## config.mk

```make
export PLATFORM = sky130hd
export DESIGN_NAME = bist_tpg
export DESIGN_NICKNAME = d
export VERILOG_FILES = /design/src/rtl/bist_tpg.sv
export SDC_FILE = /design/constraint.sdc
export NUM_CORES = 1
export LEC_CHECK = 0
export CORE_MARGIN = 5
export CORE_UTILIZATION = 42
export DETAILED_ROUTE_END_ITERATION = 10
export HOLD_SLACK_MARGIN = 0.06
export PLACE_DENSITY = 0.77
export SYNTH_ARGS = -nofsm -noshare
export SYNTH_HDL_FRONTEND = slang
export SYNTH_SLANG_ARGS = --single-unit
```

## constraint.sdc

```tcl
create_clock -name clk -period 1.7 [get_ports clk]
set_input_delay 0.425 -clock clk [delete_from_list [all_inputs] [get_ports clk]]
set_output_delay 0.425 -clock clk [all_outputs]
set_load 0.02 [all_outputs]
```

## src/rtl/bist_tpg.sv

```systemverilog
`default_nettype none
// ============================================================================
// Module   : bist_tpg
// Purpose  : LFSR-based ALU test pattern generator for built-in self test.
// Revision : 1.0 - initial release
// ============================================================================
module bist_tpg #(
    parameter logic [15:0] SEED_A        = 16'hACE1,
    parameter logic [15:0] SEED_B        = 16'h1D0F,
    parameter int unsigned PATTERN_COUNT = 256
) (
    input  logic        clk,
    input  logic        rst,
    input  logic        start,
    input  logic        hold,
    output logic [15:0] pat_a,
    output logic [15:0] pat_b,
    output logic        pat_cin,
    output logic [1:0]  pat_sel,
    output logic        pat_valid,
    output logic [15:0] pat_index,
    output logic        busy,
    output logic        done
);

    // An all-zero seed would lock the LFSR, so it is promoted to 1.
    localparam logic [15:0] C_SEED_A = (SEED_A == 16'h0000) ? 16'h0001 : SEED_A;
    localparam logic [15:0] C_SEED_B = (SEED_B == 16'h0000) ? 16'h0001 : SEED_B;
    localparam logic [15:0] C_LAST   = 16'(PATTERN_COUNT - 1);

    typedef enum logic [1:0] {
        IDLE = 2'd0,
        RUN  = 2'd1,
        DONE = 2'd2
    } state_t;

    state_t      state_q, state_d;
    logic [15:0] lfsr_a_q, lfsr_a_d;
    logic [15:0] lfsr_b_q, lfsr_b_d;
    logic [15:0] index_q,  index_d;

    function automatic logic [15:0] lfsr_step(input logic [15:0] cur);
        return {cur[0] ^ cur[2] ^ cur[3] ^ cur[5], cur[15:1]};
    endfunction

    always_ff @(posedge clk) begin
        if (rst) begin
            state_q  <= IDLE;
            lfsr_a_q <= 16'h0000;
            lfsr_b_q <= 16'h0000;
            index_q  <= 16'h0000;
        end else begin
            state_q  <= state_d;
            lfsr_a_q <= lfsr_a_d;
            lfsr_b_q <= lfsr_b_d;
            index_q  <= index_d;
        end
    end

    always_comb begin
        state_d  = state_q;
        lfsr_a_d = lfsr_a_q;
        lfsr_b_d = lfsr_b_q;
        index_d  = index_q;
        case (state_q)
            IDLE, DONE: begin
                if (start) begin
                    lfsr_a_d = C_SEED_A;
                    lfsr_b_d = C_SEED_B;
                    index_d  = 16'h0000;
                    state_d  = RUN;
                end
            end
            RUN: begin
                // Consume the presented pattern unless downstream stalls.
                if (!hold) begin
                    lfsr_a_d = lfsr_step(lfsr_a_q);
                    lfsr_b_d = lfsr_step(lfsr_b_q);
                    index_d  = index_q + 16'd1;
                    if (index_q == C_LAST) begin
                        state_d = DONE;
                    end
                end
            end
            default: begin
                state_d = IDLE;
            end
        endcase
    end

    assign pat_a     = lfsr_a_q;
    assign pat_b     = lfsr_b_q;
    assign pat_index = index_q;
    assign pat_sel   = index_q[1:0];
    assign pat_cin   = index_q[2];
    assign pat_valid = (state_q == RUN);
    assign busy      = (state_q == RUN);
    assign done      = (state_q == DONE);

endmodule
`default_nettype wire
```

==> results of run 1 <==
worst max-delay path: cells and delay by family (launching register included):
kind               cells  cell delay, ps
and+or+nand+nor        2            1030
DFF                    1             320
AOI/OAI and AO/OA      2             220
logic make-up (layout without fill, tap and decap cells):
family | Yosys count | count (layout) | share of synthesized area
AND/OR/NAND/NOR | 107 | 107 | 0.2520
buffers and inverters | 17 | 92 | 0.04393
AO/OA/AOI/OAI | 43 | 43 | 0.1501
XOR/XNOR | 14 | 14 | 0.05979
adder cells (fa/ha/maj) | 1 | 1 | 0.006100
flip-flops | 50 | 50 | 0.4881
cell usage after synthesis (all sizes together) (4+ instances only):
| library cell | number | share of area |
|---|---|---|
| or4 | 6 | 0.022 |
| nor2 | 60 | 0.11 |
| clkbuf | 7 | 0.013 |
| a22oi | 17 | 0.062 |
| a21oi | 9 | 0.022 |
| xor2 | 7 | 0.030 |
| o21ai | 4 | 0.0098 |
| dfxtp | 50 | 0.49 |
| nor3 | 15 | 0.037 |
| nand4 | 5 | 0.015 |
| xnor2 | 7 | 0.030 |
| nand2 | 4 | 0.0073 |
| buf | 8 | 0.027 |
worst paths after layout:
path / slack (ps) / start / end
setup / recovery: 20 / pat_index[15]$_SDFFE_PP0P_ / state_q[0]$_SDFFE_PP0P_
hold / removal: 500 / pat_b[11]$_SDFFE_PP0P_ / pat_b[10]$_SDFFE_PP0P_
setup reg to reg: 20 / pat_index[15]$_SDFFE_PP0P_ / state_q[0]$_SDFFE_PP0P_
hold reg to reg: 500 / pat_b[11]$_SDFFE_PP0P_ / pat_b[10]$_SDFFE_PP0P_
area by class of cell:
class	count	area, um^2	share of cell area
Sequential cell	50	1008	0.3497
Clock inverter	2	13.76	0.004772
Tap cell	67	83.83	0.02907
Clock buffer	6	72.57	0.02516
Multi-Input combinational cell	165	984.7	0.3414
Inverter	2	7.507	0.002603
Timing Repair Buffer	82	713.2	0.2473
report_power, final:
group	internal, W	switching [W]	leakage [nW]
clock	0.000291	0.000393	0.0452
combinational	0.000151	0.000211	0.877
sequential	0.00122	0.0000425	0.410
total	0.00166	0.000646	1.33
state kept, by name, summed over array words and instances, names as in the netlist:
name       cells
pat_b         16
state_q        2
pat_index     16
pat_a         16
what timing repair did:
item | 4_1_cts | 5_1_grt
gates resized for setup | 60 | 9
cloned | 0 | 0
hold buffers | 0 | 0
setup buffers | 3 | 0
endpoints found under the setup margin | 84 | 10
pin swaps | 2 | 1
through the flow:
step / util / instances / area (um^2)
2_1_floorplan: - / 232 / 2053
3_3_place_gp: 0.5960 / 363 / 2815
3_5_place_dp: 0.5960 / 363 / 2815
4_1_cts: 0.6093 / 374 / 2878
5_1_grt: 0.6106 / 374 / 2884
6_report: 0.6106 / 374 / 2884
layer usage:
layer | track usage | wire, um | vias up
met5 | 0 | 0 | -
met4 | 0.08108 | 80 | 0
met3 | 0.04740 | 362 | 7
met2 | 0.2855 | 2499 | 68
met1 | 0.2325 | 2403 | 957
li1 | - | - | 967
==> results.toml, run 1 <==
[worst_setup_path]
cpMaxStageDelayCell = "or4_1"
critPathMaxFanout = 2
slowest_delay_ps = 530
required_ps = 1900
path_class = "reg2reg"
cp_cell_sequence = "or4_1, or4_4, o21ai_1, a21oi_1"
r2r.worst_path.cells = 4
worstPathArrival_ps = 1870
crit_path_end_kind = "flip-flop"
startpoint_type = "flip-flop"

[timing]
hold_slack_ps = 504.5
layout_worst_path_cycle_share = 0.9874
finalHoldViolations = 0
setup_tns_ps = 0
timing.final.ws_setup_ps = 21.50
fin_crit_ps = 1679
worst-slew-pin-transition_ps = 325.6
slew_violations = 0
slew_headroom = 0.7820
setup_viol = 0
grt_setup_unrepaired = "yes"
skew_ps = 15.60
fmax_ghz = 0.5958

[place]
hpwl_um = 3709
finalWeightedCongestion = 0.8488
post-place-ws_ps = -451.8
place.port_buffers = 57

[cts]
clkSlewWorstSetupHoldPaths_ps = 90
cts_tree = "yes"
insertion_delay_ps = 310
numCtsBuffers = 5
htree_levels = 2
cts.sinks = 50
cts_root_buffer = "clkbuf_8"
cts_buffer_depth = 2

[routing]
routedWlPerCell_um = 14.29
drtAntennaViolNets = 0
drc_errors = 0
firstDrtPassIters = 4
vias = 1999
vias_per_cell = 5.345
wl_um = 5345
drt_iter0_drc = 106

[synthesis]
seq_area_frac_synth = 0.4881
synth_cells = 232
synth_flop_cell = "dfxtp_1"
synth_edf_count = 0
ys_async_sr_fraction = 0
ys_seq_elements = 50
synth.cell_area_um2 = 2051
synth.avg_cell_area_um2 = 8.839
yosysWarnings = 0
yosysUniqueCellTypes = 36
syn-num-nets = 237

[floorplan]
core_area_um2 = 4723
die_y_um = 79.88
initial_utilization = 0.4342
die_w_um = 79.88
die_area_um2 = 6380
io_pins = 58
placementRows = 25

[grt]
grt-ovfl-total = 0
grt_max_degree = 23
grt_pass1_wl_um = 9211
track_usage = 0.1815
antenna_found_initial = 0
grt_pass1_vias = 1929

[hold_path]
hold_depth = 2
hold_path_class = "reg2reg"

[power]
p_per_area_nw_per_um2 = 800.4
total_power_w = 0.002308
irDropWorstVdd_v = 0.0004878
p_leak_nw = 1.332

[final_layout]
final_cell_mix = "nor2_1, dlygate4sd2_1, dfxtp_1, buf_4, a22oi_1"
n_fill_cell = 418
n_antenna_cell = 0
drive_above_1_share = 0.1466
fin_nets = 311
final_common_cell = "nor2_1"
area_growth_pct = 40.63

[flow_run]
max-cap-violations = 0

[status]
status = "finished, final reports clean"
Power figures use the tool's default switching activity.
==> run 2: changes to the inputs <==
Settings changed: SKIP_CTS_REPAIR_TIMING from default to 1.
==> results.toml, run 2 (synthesis gave the netlist of run 1 again) <==
[timing]
fmax_ghz = 0.6056
setup_viol = 0
slew_violations = 0
worst-slew-pin-transition_ps = 323.2
fin_crit_ps = 1651
setup_tns_ps = 0
timing.final.ws_setup_ps = 48.72
grt_setup_unrepaired = "yes"
layout_worst_path_cycle_share = 0.9713
skew_ps = 13.42
finalHoldViolations = 0
slew_headroom = 0.7836

[power]
p_leak_nw = 2.029
irDropWorstVdd_v = 0.0004976
p_per_area_nw_per_um2 = 746.8

[floorplan]
initial_utilization = 0.4342
core_area_um2 = 4723
io_pins = 58
placementRows = 25
die_area_um2 = 6380
die_y_um = 79.88
die_w_um = 79.88

[routing]
routedWlPerCell_um = 14.88
firstDrtPassIters = 4
drtAntennaViolNets = 0
vias = 2042
wl_um = 5579
vias_per_cell = 5.445
drt_iter0_drc = 116
drc_errors = 0

[worst_setup_path]
crit_path_end_kind = "flip-flop"
worstPathArrival_ps = 1850
startpoint_type = "flip-flop"
path_class = "reg2reg"
critPathMaxFanout = 2
r2r.worst_path.cells = 4
required_ps = 1900

[flow_run]
max-cap-violations = 0

[grt]
grt_max_degree = 23
antenna_found_initial = 0
track_usage = 0.1796
grt_use_met2 = 0.2746
grt_most_used_layer = "met2"
met3_usage = 0.06433
grt_use_met1 = 0.2333
grt_pass1_vias = 1880
grt_pass1_wl_um = 9080
grt-ovfl-total = 0

[place]
place.port_buffers = 57
post-place-ws_ps = -451.8
hpwl_um = 3709
finalWeightedCongestion = 0.8488

[final_layout]
n_antenna_cell = 0
final_cell_mix = "nor2_1, dlymetal6s2s_1, dfxtp_1, buf_4, a22oi_1"
drive_above_1_share = 0.1753
fin_nets = 312
final_common_cell = "nor2_1"
area_growth_pct = 52.53

[hold_path]
hold_depth = 4
hold_path_class = "in2reg"

[cts]
insertion_delay_ps = 310
cts_buffer_depth = 2
cts_root_buffer = "clkbuf_8"
numCtsBuffers = 5
clkSlewWorstSetupHoldPaths_ps = 90
cts_tree = "yes"
htree_levels = 2
cts.sinks = 50

[status]
status = "finished, final reports clean"
[run 2: cell types whose count changed in the layout (fill, tap and decap cells not counted), moves of 2 or more]
cell / change
dlymetal6s2s_1: +55
dlygate4sd2_1: -54
dfxtp_2: +3
dfxtp_1: -2
or4_1: -2
or4_4: +2
[run 2: path summary, 6_finish.rpt]
path                                   start                       to  slack (ps)
setup / recovery  pat_index[10]$_SDFFE_PP0P_  state_q[0]$_SDFFE_PP0P_          50
hold / removal                         start  state_q[1]$_SDFFE_PP0P_         500
setup reg to reg  pat_index[10]$_SDFFE_PP0P_  state_q[0]$_SDFFE_PP0P_          50
hold reg to reg       pat_b[11]$_SDFFE_PP0P_   pat_b[10]$_SDFFE_PP0P_         500
[run 2: where the power goes]
group          internal (W)  switching, W  leakage [nW]  total (W)
logic              0.000178      0.000214          1.57   0.000391
clock network      0.000291      0.000390        0.0452   0.000681
registers           0.00122     0.0000432         0.411    0.00126
[run 2: final cells by class]
| cell class | count | area [um^2] |
|---|---|---|
| fill | 355 | 1595 |
| multi-input combinational | 166 | 1022 |
| sequential | 50 | 1008 |
| timing repair buffer | 82 | 919.6 |
| tap | 67 | 83.83 |
| clock buffer | 6 | 72.57 |
| clock inverter | 2 | 13.76 |
| inverter | 2 | 7.507 |
[run 2: worst max-delay path, stage by stage (launching register included)]
cell and delay, ps:
dfxtp_1 320, or4_1 510, or4_4 500, o21ai_2 150, a21oi_1 70
[run 2: metrics by stage]
stage,utilization,instances,area (um^2),hold WS [ps],power [W]
finish,0.6623,375,3128,496.6,0.002336
global route,0.6623,375,3128,492.9,0.002462
CTS,0.6143,371,2902,511.6,0.002360
detailed placement,0.5960,363,2815,494.9,0.001682
global placement,0.5960,363,2815,493.4,0.001677
floorplan,-,232,2053,562.2,0.001501
[run 2: metal layers]
layer	vias to the layer above	wire, um
li1	974	-
met1	986	2447
met2	73	2678
met3	9	383
met4	0	70
met5	-	0
==> run 3: changes to the inputs <==
Settings changed: CORE_ASPECT_RATIO from default to 1.2.
==> results.toml, run 3 (synthesis gave the netlist of run 1 again) <==
[hold_path]
min_from = "pat_b[1]$_SDFFE_PP0P_"
hold_depth = 2
hold_path_class = "reg2reg"
hold_end = "pat_b[0]$_SDFFE_PP0P_"

[final_layout]
drive_above_1_share = 0.1835
final_area_um2 = 3169
final_cell_mix = "nor2_1, dlymetal6s2s_1, dfxtp_1, buf_4, a22oi_1"
fin_util = 0.6798
n_antenna_cell = 0
area_growth_pct = 54.55
fin_nets = 320
final_common_cell = "nor2_1"

[cts]
numCtsBuffers = 5
cts_tree = "yes"
clkSlewWorstSetupHoldPaths_ps = 100
cts_buffer_depth = 2
insertion_delay_ps = 310
cts_root_buffer = "clkbuf_8"
htree_levels = 2
cts.sinks = 50

[routing]
firstDrtPassIters = 4
drt_iter0_drc = 148
routedWlPerCell_um = 15.03
vias = 2000
drtAntennaViolNets = 0
vias_per_cell = 5.348
wl_um = 5622
drc_errors = 0

[place]
finalWeightedCongestion = 0.8053
placed_area_um2 = 2849
place.port_buffers = 57
post-place-ws_ps = -389.9
hpwl_um = 3735

[power]
p_seq_frac = 0.537
clockPowerShare = 0.293
p_comb_frac = 0.170
p_switching_w = 0.0006549
p_per_area_nw_per_um2 = 741.8
swShare = 0.2786
p_leak_nw = 2.070
intPower_w = 0.001696
irDropWorstVdd_v = 0.0005869

[worst_setup_path]
cpMaxStageDelayCell = "or4_4"
startpoint_type = "flip-flop"
critPathBufInv = 0
cp_common_cell = "or4_4"
worstPathArrival_ps = 1880
rrSetupSlack_ps = 20
path_class = "reg2reg"
crit_family = "simple AND/OR/NAND/NOR gates"
critPathMaxFanout = 2
rr_endpoint = "state_q[0]$_SDFFE_PP0P_"
cp_cell_sequence = "or4_4, or4_4, o21ai_1, a21oi_1"
r2r_start = "pat_index[12]$_SDFFE_PP0P_"
crit_path_end_kind = "flip-flop"
r2r.worst_path.cells = 4
required_ps = 1910
slowest_delay_ps = 520

[timing]
worst-slew-pin-transition_ps = 340.3
slew_violations = 0
hold_slack_ps = 506.6
fin_crit_ps = 1675
skew_ps = 10.65
slew_headroom = 0.7718
fmax_ghz = 0.5969
grt_setup_unrepaired = "yes"
timing.final.ws_setup_ps = 24.81
layout_worst_path_cycle_share = 0.9854
setup_viol = 0
finalHoldViolations = 0

[floorplan]
io_pins = 58
die_w_um = 73.79
die_area_um2 = 6386
die_y_um = 86.55
placementRows = 27
core_area_um2 = 4662
initial_utilization = 0.4399

[grt]
antenna_found_initial = 0
grt-ovfl-total = 0
grt_pass1_wl_um = 8783
grt_max_degree = 26
track_usage = 0.1723
grt_pass1_vias = 1888

[status]
status = "finished, final reports clean"

[flow_run]
max-cap-violations = 0
[run 3: stage by stage]
stage               TNS [ps]  power, W  cells
finish                     0  0.002351    374
global route          -69.33  0.002457    374
floorplan                  0  0.001501    232
detailed placement    -14510  0.001687    360
global placement      -13580  0.001683    360
CTS                    -4853  0.002370    368
[run 3: layout make-up]
class	instances	area [um^2]
clock inverters	3	21.27
clock buffers	5	68.82
flip-flops and latches	50	1010
inverters	2	7.507
well taps	58	72.57
multi-input cells	165	994.7
repair buffers	91	994.7
fillers	372	1493
[run 3: power groups by stage]
| stage | Combinational [W] | Sequential, W | Clock [W] |
|---|---|---|---|
| 2_1_floorplan | 0.000160 | 0.00134 | 0 |
| 3_3_place_gp | 0.000395 | 0.00129 | 0 |
| 3_5_place_dp | 0.000399 | 0.00129 | 0 |
| 4_1_cts | 0.000401 | 0.00126 | 0.000707 |
| 5_1_grt | 0.000434 | 0.00127 | 0.000752 |
| 6_report | 0.000400 | 0.00126 | 0.000690 |
[run 3: worst max path at each step]
stage | startpoint | end | slack (ps) | cells past startpoint
finish | pat_index[12]$_SDFFE_PP0P_ | state_q[0]$_SDFFE_PP0P_ | 20 | 4
global route | state_q[0]$_SDFFE_PP0P_ | pat_index[13]$_SDFFE_PP0P_ | -50 | 4
CTS | state_q[0]$_SDFFE_PP0P_ | busy | -370 | 2
detailed placement | hold | pat_index[13]$_SDFFE_PP0P_ | -390 | 5
global placement | hold | pat_index[12]$_SDFFE_PP0P_ | -370 | 5
floorplan | pat_index[12]$_SDFFE_PP0P_ | state_q[0]$_SDFFE_PP0P_ | 10 | 4
[run 3: metal layers]
layer	vias to the layer above	global-route usage	routed length (um)
met5	-	0	0
met1	937	0.2199	2395
met4	0	0.07578	103
met3	9	0.04756	382
met2	68	0.2685	2741
li1	986	-	-
[run 3: tightest hold or removal path, cell delays in order (launching register included)]
cell and delay [ps]:
dfxtp_1 330, nor2_1 100, nor3_1 40
